--- config.mk ---
export PLATFORM = sky130hd
export DESIGN_NAME = crc_encode_serial_flat
export DESIGN_NICKNAME = d
export VERILOG_FILES = /design/src/rtl/crc_encode_serial_pkg.sv /design/src/rtl/crc_encode_serial_if.sv /design/src/rtl/crc_encode_serial_lfsr_step.sv /design/src/rtl/crc_encode_serial.sv /design/src/flat_wrapper.sv
export SDC_FILE = /design/constraint.sdc
export NUM_CORES = 1
export LEC_CHECK = 0
export ABC_AREA = 1
export CAP_MARGIN = 30
export CORE_UTILIZATION = 29
export DETAILED_ROUTE_END_ITERATION = 6
export HOLD_SLACK_MARGIN = 0.05
export RECOVER_POWER = 100
export REMOVE_ABC_BUFFERS = 1
export SLEW_MARGIN = 10
export SYNTH_ARGS = -nofsm -noshare
export SYNTH_HDL_FRONTEND = slang
export SYNTH_SLANG_ARGS = --single-unit
--- constraint.sdc ---
create_clock -name clk -period 4.6 [get_ports clk]
set_clock_uncertainty 0.15 [all_clocks]
set_input_delay 1.38 -clock clk [delete_from_list [all_inputs] [get_ports clk]]
set_output_delay 1.38 -clock clk [all_outputs]
set_load 0.005 [all_outputs]
--- src/rtl/crc_encode_serial_pkg.sv ---
// Shared constants, FSM encoding and width helper for the serial CRC encoder.
// Default generator x^6+x^5+x^4+x^3+x+1 gives a 6-bit remainder.
package crc_encode_serial_pkg;

  localparam int         CRC_N   = 16;
  localparam int         CRC_R   = 7;
  localparam logic [6:0] CRC_DIV = 7'b1111011;

  typedef enum logic [1:0] {
    ST_IDLE  = 2'd0,
    ST_SHIFT = 2'd1,
    ST_DONE  = 2'd2
  } crc_state_e;

  // Smallest width able to hold values 0..v-1.
  function automatic int clog2(input int v);
    int r;
    r = 0;
    for (int i = 0; i < 31; i++) begin
      if ((1 << i) < v) r = i + 1;
    end
    return r;
  endfunction

endpackage

--- src/rtl/crc_encode_serial_if.sv ---
// Data-in and codeword-out channels of the serial CRC encoder.
// Both channels: a transfer happens on a rising edge where valid && ready; the source holds its payload stable until then.
interface crc_encode_serial_if
  import crc_encode_serial_pkg::*;
#(
  parameter int N = CRC_N,
  parameter int R = CRC_R
) ();

  logic             in_valid;
  logic             in_ready;
  logic [N-1:0]     data_in;
  logic             out_valid;
  logic             out_ready;
  logic [N+R-2:0]   codeword;
  logic             busy;

  modport master (
    output in_valid, data_in, out_ready,
    input  in_ready, out_valid, codeword, busy
  );

  modport slave (
    input  in_valid, data_in, out_ready,
    output in_ready, out_valid, codeword, busy
  );

endinterface

--- src/rtl/crc_encode_serial_lfsr_step.sv ---
// One bit of MSB-first polynomial division: feeds data bit d into remainder rem.
// Kept standalone so a serial checker can reuse the same update.
module crc_lfsr_step
  import crc_encode_serial_pkg::*;
#(
  parameter int         R   = CRC_R,
  parameter logic [R-1:0] DIV = CRC_DIV
) (
  input  logic [R-2:0] rem_i,
  input  logic         d_i,
  output logic [R-2:0] rem_o
);

  logic fb;

  // DIV[R-1] is the implicit leading term cancelled by the feedback.
  assign fb    = rem_i[R-2] ^ d_i;
  assign rem_o = {rem_i[R-3:0], 1'b0} ^ (fb ? DIV[R-2:0] : {(R-1){1'b0}});

endmodule

--- src/rtl/crc_encode_serial.sv ---
// Bit-serial CRC encoder: accepts an N-bit word, divides it MSB-first over N cycles,
// then presents {data, remainder} until the downstream takes it.
module crc_encode_serial
  import crc_encode_serial_pkg::*;
#(
  parameter int           N   = CRC_N,
  parameter int           R   = CRC_R,
  parameter logic [R-1:0] DIV = CRC_DIV
) (
  input  logic                  clk,
  input  logic                  rst,
  crc_encode_serial_if.slave    bus,
  output crc_state_e            state_o
);

  localparam int CNT_W = clog2(N);

  crc_state_e       state_q;
  logic [N-1:0]     data_q;
  logic [N-1:0]     shift_q;
  logic [R-2:0]     rem_q;
  logic [R-2:0]     rem_d;
  logic [CNT_W-1:0] cnt_q;
  logic             in_ready_q;
  logic             out_valid_q;
  logic             busy_q;
  logic [N+R-2:0]   codeword_q;

  crc_lfsr_step #(
    .R   (R),
    .DIV (DIV)
  ) u_step (
    .rem_i (rem_q),
    .d_i   (shift_q[N-1]),
    .rem_o (rem_d)
  );

  always_ff @(posedge clk or posedge rst) begin
    if (rst) begin
      state_q     <= ST_IDLE;
      data_q      <= '0;
      shift_q     <= '0;
      rem_q       <= '0;
      cnt_q       <= '0;
      in_ready_q  <= 1'b1;
      out_valid_q <= 1'b0;
      busy_q      <= 1'b0;
      codeword_q  <= '0;
    end else begin
      case (state_q)
        ST_IDLE: begin
          if (bus.in_valid && in_ready_q) begin
            data_q     <= bus.data_in;
            shift_q    <= bus.data_in;
            rem_q      <= '0;
            cnt_q      <= CNT_W'(N - 1);
            in_ready_q <= 1'b0;
            busy_q     <= 1'b1;
            state_q    <= ST_SHIFT;
          end
        end
        ST_SHIFT: begin
          rem_q   <= rem_d;
          shift_q <= {shift_q[N-2:0], 1'b0};
          // The codeword is captured from the final step so it is ready on DONE entry.
          if (cnt_q == '0) begin
            codeword_q  <= {data_q, rem_d};
            out_valid_q <= 1'b1;
            state_q     <= ST_DONE;
          end else begin
            cnt_q <= cnt_q - 1'b1;
          end
        end
        ST_DONE: begin
          if (bus.out_ready) begin
            codeword_q  <= '0;
            out_valid_q <= 1'b0;
            busy_q      <= 1'b0;
            in_ready_q  <= 1'b1;
            state_q     <= ST_IDLE;
          end
        end
        default: begin
          codeword_q  <= '0;
          out_valid_q <= 1'b0;
          busy_q      <= 1'b0;
          in_ready_q  <= 1'b1;
          state_q     <= ST_IDLE;
        end
      endcase
    end
  end

  assign bus.in_ready  = in_ready_q;
  assign bus.out_valid = out_valid_q;
  assign bus.codeword  = codeword_q;
  assign bus.busy      = busy_q;
  assign state_o       = state_q;

endmodule

--- src/flat_wrapper.sv ---
// flat-port wrapper written by rule: the top's interface ports become plain ports
module crc_encode_serial_flat import crc_encode_serial_pkg::*;
#(
  parameter int           N   = CRC_N,
  parameter int           R   = CRC_R,
  parameter logic [R-1:0] DIV = CRC_DIV
)
  (clk, rst, state_o, bus_in_valid, bus_data_in, bus_out_ready, bus_in_ready, bus_out_valid, bus_codeword, bus_busy);
  crc_encode_serial_if #(.N(N), .R(R)) bus_i ();
  input  logic clk;
  input  logic rst;
  output crc_state_e state_o;
  input wire logic [$bits(bus_i.in_valid)-1:0] bus_in_valid;
  input wire logic [$bits(bus_i.data_in)-1:0] bus_data_in;
  input wire logic [$bits(bus_i.out_ready)-1:0] bus_out_ready;
  output wire logic [$bits(bus_i.in_ready)-1:0] bus_in_ready;
  output wire logic [$bits(bus_i.out_valid)-1:0] bus_out_valid;
  output wire logic [$bits(bus_i.codeword)-1:0] bus_codeword;
  output wire logic [$bits(bus_i.busy)-1:0] bus_busy;
  assign bus_i.in_valid = bus_in_valid;
  assign bus_i.data_in = bus_data_in;
  assign bus_i.out_ready = bus_out_ready;
  assign bus_in_ready = bus_i.in_ready;
  assign bus_out_valid = bus_i.out_valid;
  assign bus_codeword = bus_i.codeword;
  assign bus_busy = bus_i.busy;
  crc_encode_serial #(.N(N), .R(R), .DIV(DIV)) u_core (.clk(clk), .rst(rst), .bus(bus_i), .state_o(state_o));
endmodule
==> impl_results.md, run 1 <==
* Status: finished, final reports clean
* Post-synth top area share at 0.5900
* Reg-to-reg endpoint: u_core.bus.codeword[5]
* Dominant cell type by area after synthesis: dfrtp_1
* Initial antenna violation count at 0
* Num Clock Sinks at 69
* Initial Util at 0.2978
* Slew HR at 0.1433
* # IOs at 47
* Net Sw Frac at 0.3829
* WP data required at 4.73 ns
* CTS Buffer Depth at 2
* Post-synthesis cell type count at 26
* Slew Viols, Final at 0
* PwrDens at 665.7 nW/um2
* GRT Total Usage at 0.1320
* Final setup violating endpoints at 0
* Die area at 10350 um2
* Syn_area_per_cell at 9.425 um2
* Yosys Warn Count at 0
* GR Overflow Total at 0
* VDD IR max at 0.2350 mV
* Port bufs at 46
* Row Count at 36
* RSZ-0062 raised after global routing: false
* First-pass GRT wire length at 10320 um
* H-tree depth at 3
* DPL Wire Length at 4038 um
* Hold Path End: u_core.bus.busy
* Layout net count at 376
* Clock network power share at 0.210
* Post-CTS Setup Bufs at 0
* Hold buffers post-CTS at 0
* Post-synth EDFFs at 0
* Worst hold stages at 2
* TritonCTS Buffers at 9
* Fin area at 3582 um2
* Die width at 101.7 um
* CTS clk-pin slew, worst paths at 0.07 ns
* Root Buffer: clkbuf_8
* Fmax at 294.3 MHz
* Period Utilization, post-route at 0.7388
* Final WL at 6038 um
* Area growth from synthesis to layout at 24.21%
* Wire length per cell at 12.25 um
* CP arrival at 3.52 ns
* Vias/cell at 4.325
* Synthesized cell area at 2884 um2
* Post-synthesis register bit count at 69
* Slew @ Worst Pin at 1.281 ns
* Int Pwr at 1472 uW
* Vias in the first global route at 2174
* Mapped Cells at 306
* Total number of vias at 2132
* DR iter-0 viols at 158
* Pleak at 0.001769 uW
* Largest net degree at the start of global routing at 34
* CTS tree: done
* Combinational share of power at 0.370
* Main synth FF type: dfrtp_1
* Seq pwr share at 0.421
* Routed Antenna Nets at 0
* Final GP Congestion at 0.7444
* Setup crit end kind: flop
* Chip height at 101.7 um
* R2r setup slk at 2.04 ns
* DRT Pass-1 Iters at 4
* Hold_sp: u_core.bus.busy
* # DRC at 0
* Async set-reset flop share out of synthesis at 1.000
* Min cycle time layout at 3.398 ns
* Final Hold Fails at 0
* # Max-Cap Violations at 0
* Share of post-route cells with drive strength above 1 at 0.1028
* Clk_lat worst skew at 0.34 ns
* Psw at 913.1 uW
* Register area share after synthesis at 0.5991
* Most common cell in the netlist: nand2_1
* Diodes inserted at 0
* Placed cell area at 3441 um2
* CTS resizes at 0
* Commonest cells post-synth: nand2_1 (101), dfrtp_1 (68), o21ai_0 (29)
* Crit path kind: in -> reg
* Crit path launch type: input port
* CP max FO at 26
* Hold Path Class: reg -> reg
* R2R Path Start: u_core.cnt_q[0]
* Top cells by area, synth: dfrtp_1 (59%), nand2_1 (13%), o21ai_0 (5.0%), nand3_1 (3.6%), o21ai_2 (3.6%)
* Core Region at 9684 um2
* Setup TNS at 0 ns
* FF-to-FF path depth at 8
-- cells in the final DEF, fill, tap and decap left out --
master           count
buf_4                2
nand3b_1             1
nand3_1             23
nor3_1               1
inv_1               27
bufinv_16            1
clkinv_2             3
clkinv_4             2
nor2_2               1
nand2_4              3
a21oi_1              1
nor2_1              12
clkbuf_8            10
dfstp_2              1
nand2_1            101
clkdlybuf4s50_1     16
nand2_2             10
dlygate4sd3_1       30
or2_2                1
inv_6                1
dfrtp_1             68
o21ai_2              1
o21ai_0             41
ha_1                 1
o22ai_1              1
inv_2                1
-- flip-flops by register name, summed over array words and instances (netlist names) --
name and cells:
u_core.state_o 2, u_core.cnt_q 4, u_core.data_q 16, u_core.bus.busy 1
u_core.bus.out_valid 1, u_core.rem_q 6, u_core.bus.codeword 22, u_core.bus.in_ready 1
u_core.shift_q 16
-- worst max-delay path by stage --
stage                         from                      to
2_1_floorplan                  rst         u_core.bus.busy
3_3_place_gp          bus_in_valid      u_core.shift_q[14]
3_5_place_dp          bus_in_valid      u_core.shift_q[15]
4_1_cts        u_core.bus.in_ready            bus_in_ready
5_1_grt              bus_out_ready  u_core.bus.codeword[2]
6_report             bus_out_ready  u_core.bus.codeword[5]
-- metal layers --
metal	GRT usage	share of wire	wire length (um)
met2	0.2095	0.47	2837
met4	0.06355	0.014	85
met5	0	0	0
met1	0.1699	0.47	2854
met3	0.03106	0.043	260
-- logic make-up (layout without fill, tap and decap cells) --
kind of cell | after synthesis | in the layout | share of synthesized area
AOI/OAI and AO/OA | 44 | 44 | 0.09241
adders and majority gates | 1 | 1 | 0.004338
buffers and inverters | 39 | 93 | 0.06898
DFF | 69 | 69 | 0.5991
and+or+nand+nor | 153 | 153 | 0.2351
-- metrics by stage --
stage | std cells | hold slack, ns | setup slack [ns] | total power (uW) | util
finish | 493 | 0.3254 | 1.202 | 2385 | 0.3699
global route | 493 | 0.3409 | 0.9187 | 2601 | 0.3699
CTS | 493 | 0.3311 | 1.664 | 2507 | 0.3760
detailed placement | 477 | 0.3159 | 1.595 | 2002 | 0.3553
global placement | 477 | 0.3149 | 1.619 | 1965 | 0.3553
floorplan | 296 | 0.2922 | 1.332 | 1623 | -
-- critical path: stages --
cell,delay [ns]
dlygate4sd3_1,0.54
nor2_1,0.04
nand2_1,0.08
nand3_1,0.89
inv_1,0.41
nand2_1,0.09
nand2_1,0.06
-- final cells by class --
| class | instances | area (um2) |
|---|---|---|
| multi-input cells | 198 | 898.4 |
| inverters | 29 | 113.9 |
| clock buffers | 10 | 137.6 |
| clock inverters | 6 | 62.56 |
| well taps | 133 | 166.4 |
| repair buffers | 48 | 475.5 |
| fillers | 1007 | 6102 |
| flip-flops and latches | 69 | 1728 |
-- power groups by stage --
| stage | Clock [uW] | Combinational (uW) | Sequential (uW) |
|---|---|---|---|
| 2_1_floorplan | 0 | 624 | 999 |
| 3_3_place_gp | 0 | 951 | 1010 |
| 3_5_place_dp | 0 | 983 | 1020 |
| 4_1_cts | 513 | 984 | 1010 |
| 5_1_grt | 533 | 1040 | 1030 |
| 6_report | 500 | 881 | 1000 |
Power figures use the tool's default switching activity.
==> run 2, diff against run 1 <==
==> constraint.sdc (replaced) <==
create_clock -name clk -period 2.9 [get_ports clk]
set_clock_uncertainty 0.15 [all_clocks]
set_input_delay 0.87 -clock clk [delete_from_list [all_inputs] [get_ports clk]]
set_output_delay 0.87 -clock clk [all_outputs]
set_load 0.005 [all_outputs]
==> run 2 against run 1 <==
Worst setup slack lost 0.76 ns. Non-clock buffer count shrank 1. Highest routed layer unchanged. Register-to-register slack lost 1.2 ns. Sequential share of layout area shrank 0.28 points. Combinational power grew 61%. Critical path type is now reg -> out.
==> impl_results.md, run 2 (synthesis gave the netlist of run 1 again) <==
* # IOs at 47 (unchanged)
* Die width at 101.7 um (unchanged)
* Reg area at 1728 um2 (unchanged)
* Row Count at 36 (unchanged)
* Crit path from: u_core.bus.in_ready
* FF-to-FF path depth at 6 (-2)
* DR iter-0 viols at 150 (-5.1%)
* Psw at 1431 uW (+57%)
* CTS tree: done
* Layout net count at 375 (-0.27%)
* Pleak at 0.001781 uW (+0.71%)
* Chip height at 101.7 um (unchanged)
* Setup crit end kind: output port
* RSZ-0062 raised after global routing: false
* Setup TNS at 0 ns (unchanged)
* Vias/cell at 4.396 (+1.7%)
* Footprint of the multi-input gates at 904.6 um2 (+0.70%)
* Net Sw Frac at 0.3753 (-0.007613)
* Root Buffer: clkbuf_8
* CTS resizes at 0 (unchanged)
* # Max-Cap Violations at 0 (unchanged)
* Share of post-route cells with drive strength above 1 at 0.09471 (-0.008070)
* Final GP Congestion at 0.7684 (+3.2%)
* Slew @ Worst Pin at 0.8738 ns (-0.4077 ns)
* Slew HR at 0.4161 (+0.2728)
* Die area at 10350 um2 (unchanged)
* Min cycle time layout at 2.454 ns
* Slew Viols, Final at 0 (unchanged)
* Core Region at 9684 um2 (unchanged)
* Period Utilization, post-route at 0.8463
* H-tree depth at 3 (unchanged)
* Initial Util at 0.2978 (unchanged)
* Largest net degree at the start of global routing at 55 (+62%)
* Status: finished, final reports clean
* Max reg flops at 22 (unchanged)
* Commonest non-fill, non-tap cells in the layout: nand2_1 (113), dfrtp_1 (68), o21ai_0 (32)
* Max stage delay on crit path at 0.56 ns (-0.33 ns)
* R2r setup slk at 0.81 ns (-1.23 ns)
* WP depth at 1 (-6)
* Port bufs at 46 (unchanged)
* Fmax at 407.4 MHz
* Initial antenna violation count at 0 (unchanged)
* Routed Antenna Nets at 0 (unchanged)
* CP max FO at 3 (-88%)
* # DRC at 0 (unchanged)
* First-pass GRT wire length at 10310 um (-0.14%)
* Area growth from synthesis to layout at 24.95%
* CTS Buffer Depth at 2 (unchanged)
* Worst-path cell chain: dlygate4sd3_1
* CTS clk-pin slew, worst paths at 0.06 ns (about the same)
* R2R Path Start: u_core.state_o[1]
* VDD IR max at 0.3403 mV (+45%)
* Post-CTS Setup Bufs at 0 (unchanged)
* TritonCTS Buffers at 9 (unchanged)
* Wire length per cell at 11.96 um (-2.4%)
* Slowest cell on crit path: dlygate4sd3_1
* Reg-to-reg endpoint: u_core.bus.codeword[17]
* DRT Pass-1 Iters at 4 (unchanged)
* Most common cell after layout, fill and taps aside: nand2_1
* GR Overflow Total at 0 (unchanged)
* Clk_lat worst skew at 0.34 ns (about the same)
* Final WL at 5882 um (-2.6%)
* Final setup violating endpoints at 0 (unchanged)
* Fill count at 1023 (+1.6%)
* Diodes inserted at 0 (unchanged)
* Hold Path Class: reg -> reg
* Final Hold Fails at 0 (unchanged)
* Int Pwr at 2382 uW (+62%)
* DPL Wire Length at 3914 um (-3.1%)
* GRT Total Usage at 0.1297 (-0.002261)
* Crit path kind: reg -> out
* Vias in the first global route at 2176 (+0.092%)
* WP data required at 1.88 ns (-2.85 ns)
* PwrDens at 1058 nW/um2 (+59%)
* Seq pwr share at 0.415 (-0.006)
* Crit path launch type: flop
* Clock network power share at 0.213 (+0.003)
* Combinational share of power at 0.372 (+0.002)
* CP arrival at 1.43 ns (-2.09 ns)
* CP endpoint: bus_in_ready
* Overall Power at 3812 uW (+60%)
* Num Clock Sinks at 69 (unchanged)
* Total number of vias at 2163 (+1.5%)
* Critical path's top delay family: buffers and inverters
* Hold buffers post-CTS at 0 (unchanged)
* WP buf/inv at 1 (-1)
==> run 2: worst min path at each step <==
stage / start / to / depth (start not counted)
2_1_floorplan: u_core.shift_q[0] / u_core.shift_q[0] / 2
3_3_place_gp: u_core.bus.out_valid / u_core.bus.out_valid / 2
3_5_place_dp: u_core.bus.out_valid / u_core.bus.out_valid / 2
4_1_cts: u_core.bus.busy / u_core.bus.busy / 2
5_1_grt: u_core.bus.out_valid / u_core.bus.out_valid / 2
6_report: u_core.bus.busy / u_core.bus.busy / 2
==> run 2: layout make-up <==
class                           count  area share
Clock inverter                      4     0.01250
Inverter                           29     0.03160
Clock buffer                       12     0.04583
Tap cell                          133     0.04618
Timing Repair Buffer               47      0.1333
Sequential cell                    69      0.4795
Multi-Input combinational cell    198      0.2510
==> run 2: power groups by stage <==
stage               combinational (uW)  clock (uW)  sequential (uW)
global route                      1650         871             1630
global placement                  1510           0             1610
detailed placement                1560           0             1620
finish                            1420         812             1580
CTS                               1570         839             1600
floorplan                          990           0             1580
==> run 2: through the flow <==
| stage | area (um2) | worst slack [ns] | cells | hold slack [ns] | utilization |
|---|---|---|---|---|---|
| 4_1_cts | 3656 | 0.4791 | 492 | 0.3328 | 0.3775 |
| 5_1_grt | 3603 | 0.3993 | 492 | 0.3483 | 0.3721 |
| 6_report | 3603 | 0.4457 | 492 | 0.3208 | 0.3721 |
| 3_5_place_dp | 3446 | 0.3879 | 476 | 0.3113 | 0.3558 |
| 3_3_place_gp | 3446 | 0.4270 | 476 | 0.3150 | 0.3558 |
| 2_1_floorplan | 2799 | 0.1418 | 296 | 0.2922 | - |
==> run 2: routing by layer <==
metal,GRT usage,up-vias,wire length (um),part of all wire
li1,-,1068,-,-
met1,0.1724,1046,2809,0.48
met2,0.2017,38,2703,0.46
met3,0.02899,11,252,0.043
met4,0.06020,0,117,0.020
met5,0,-,0,0
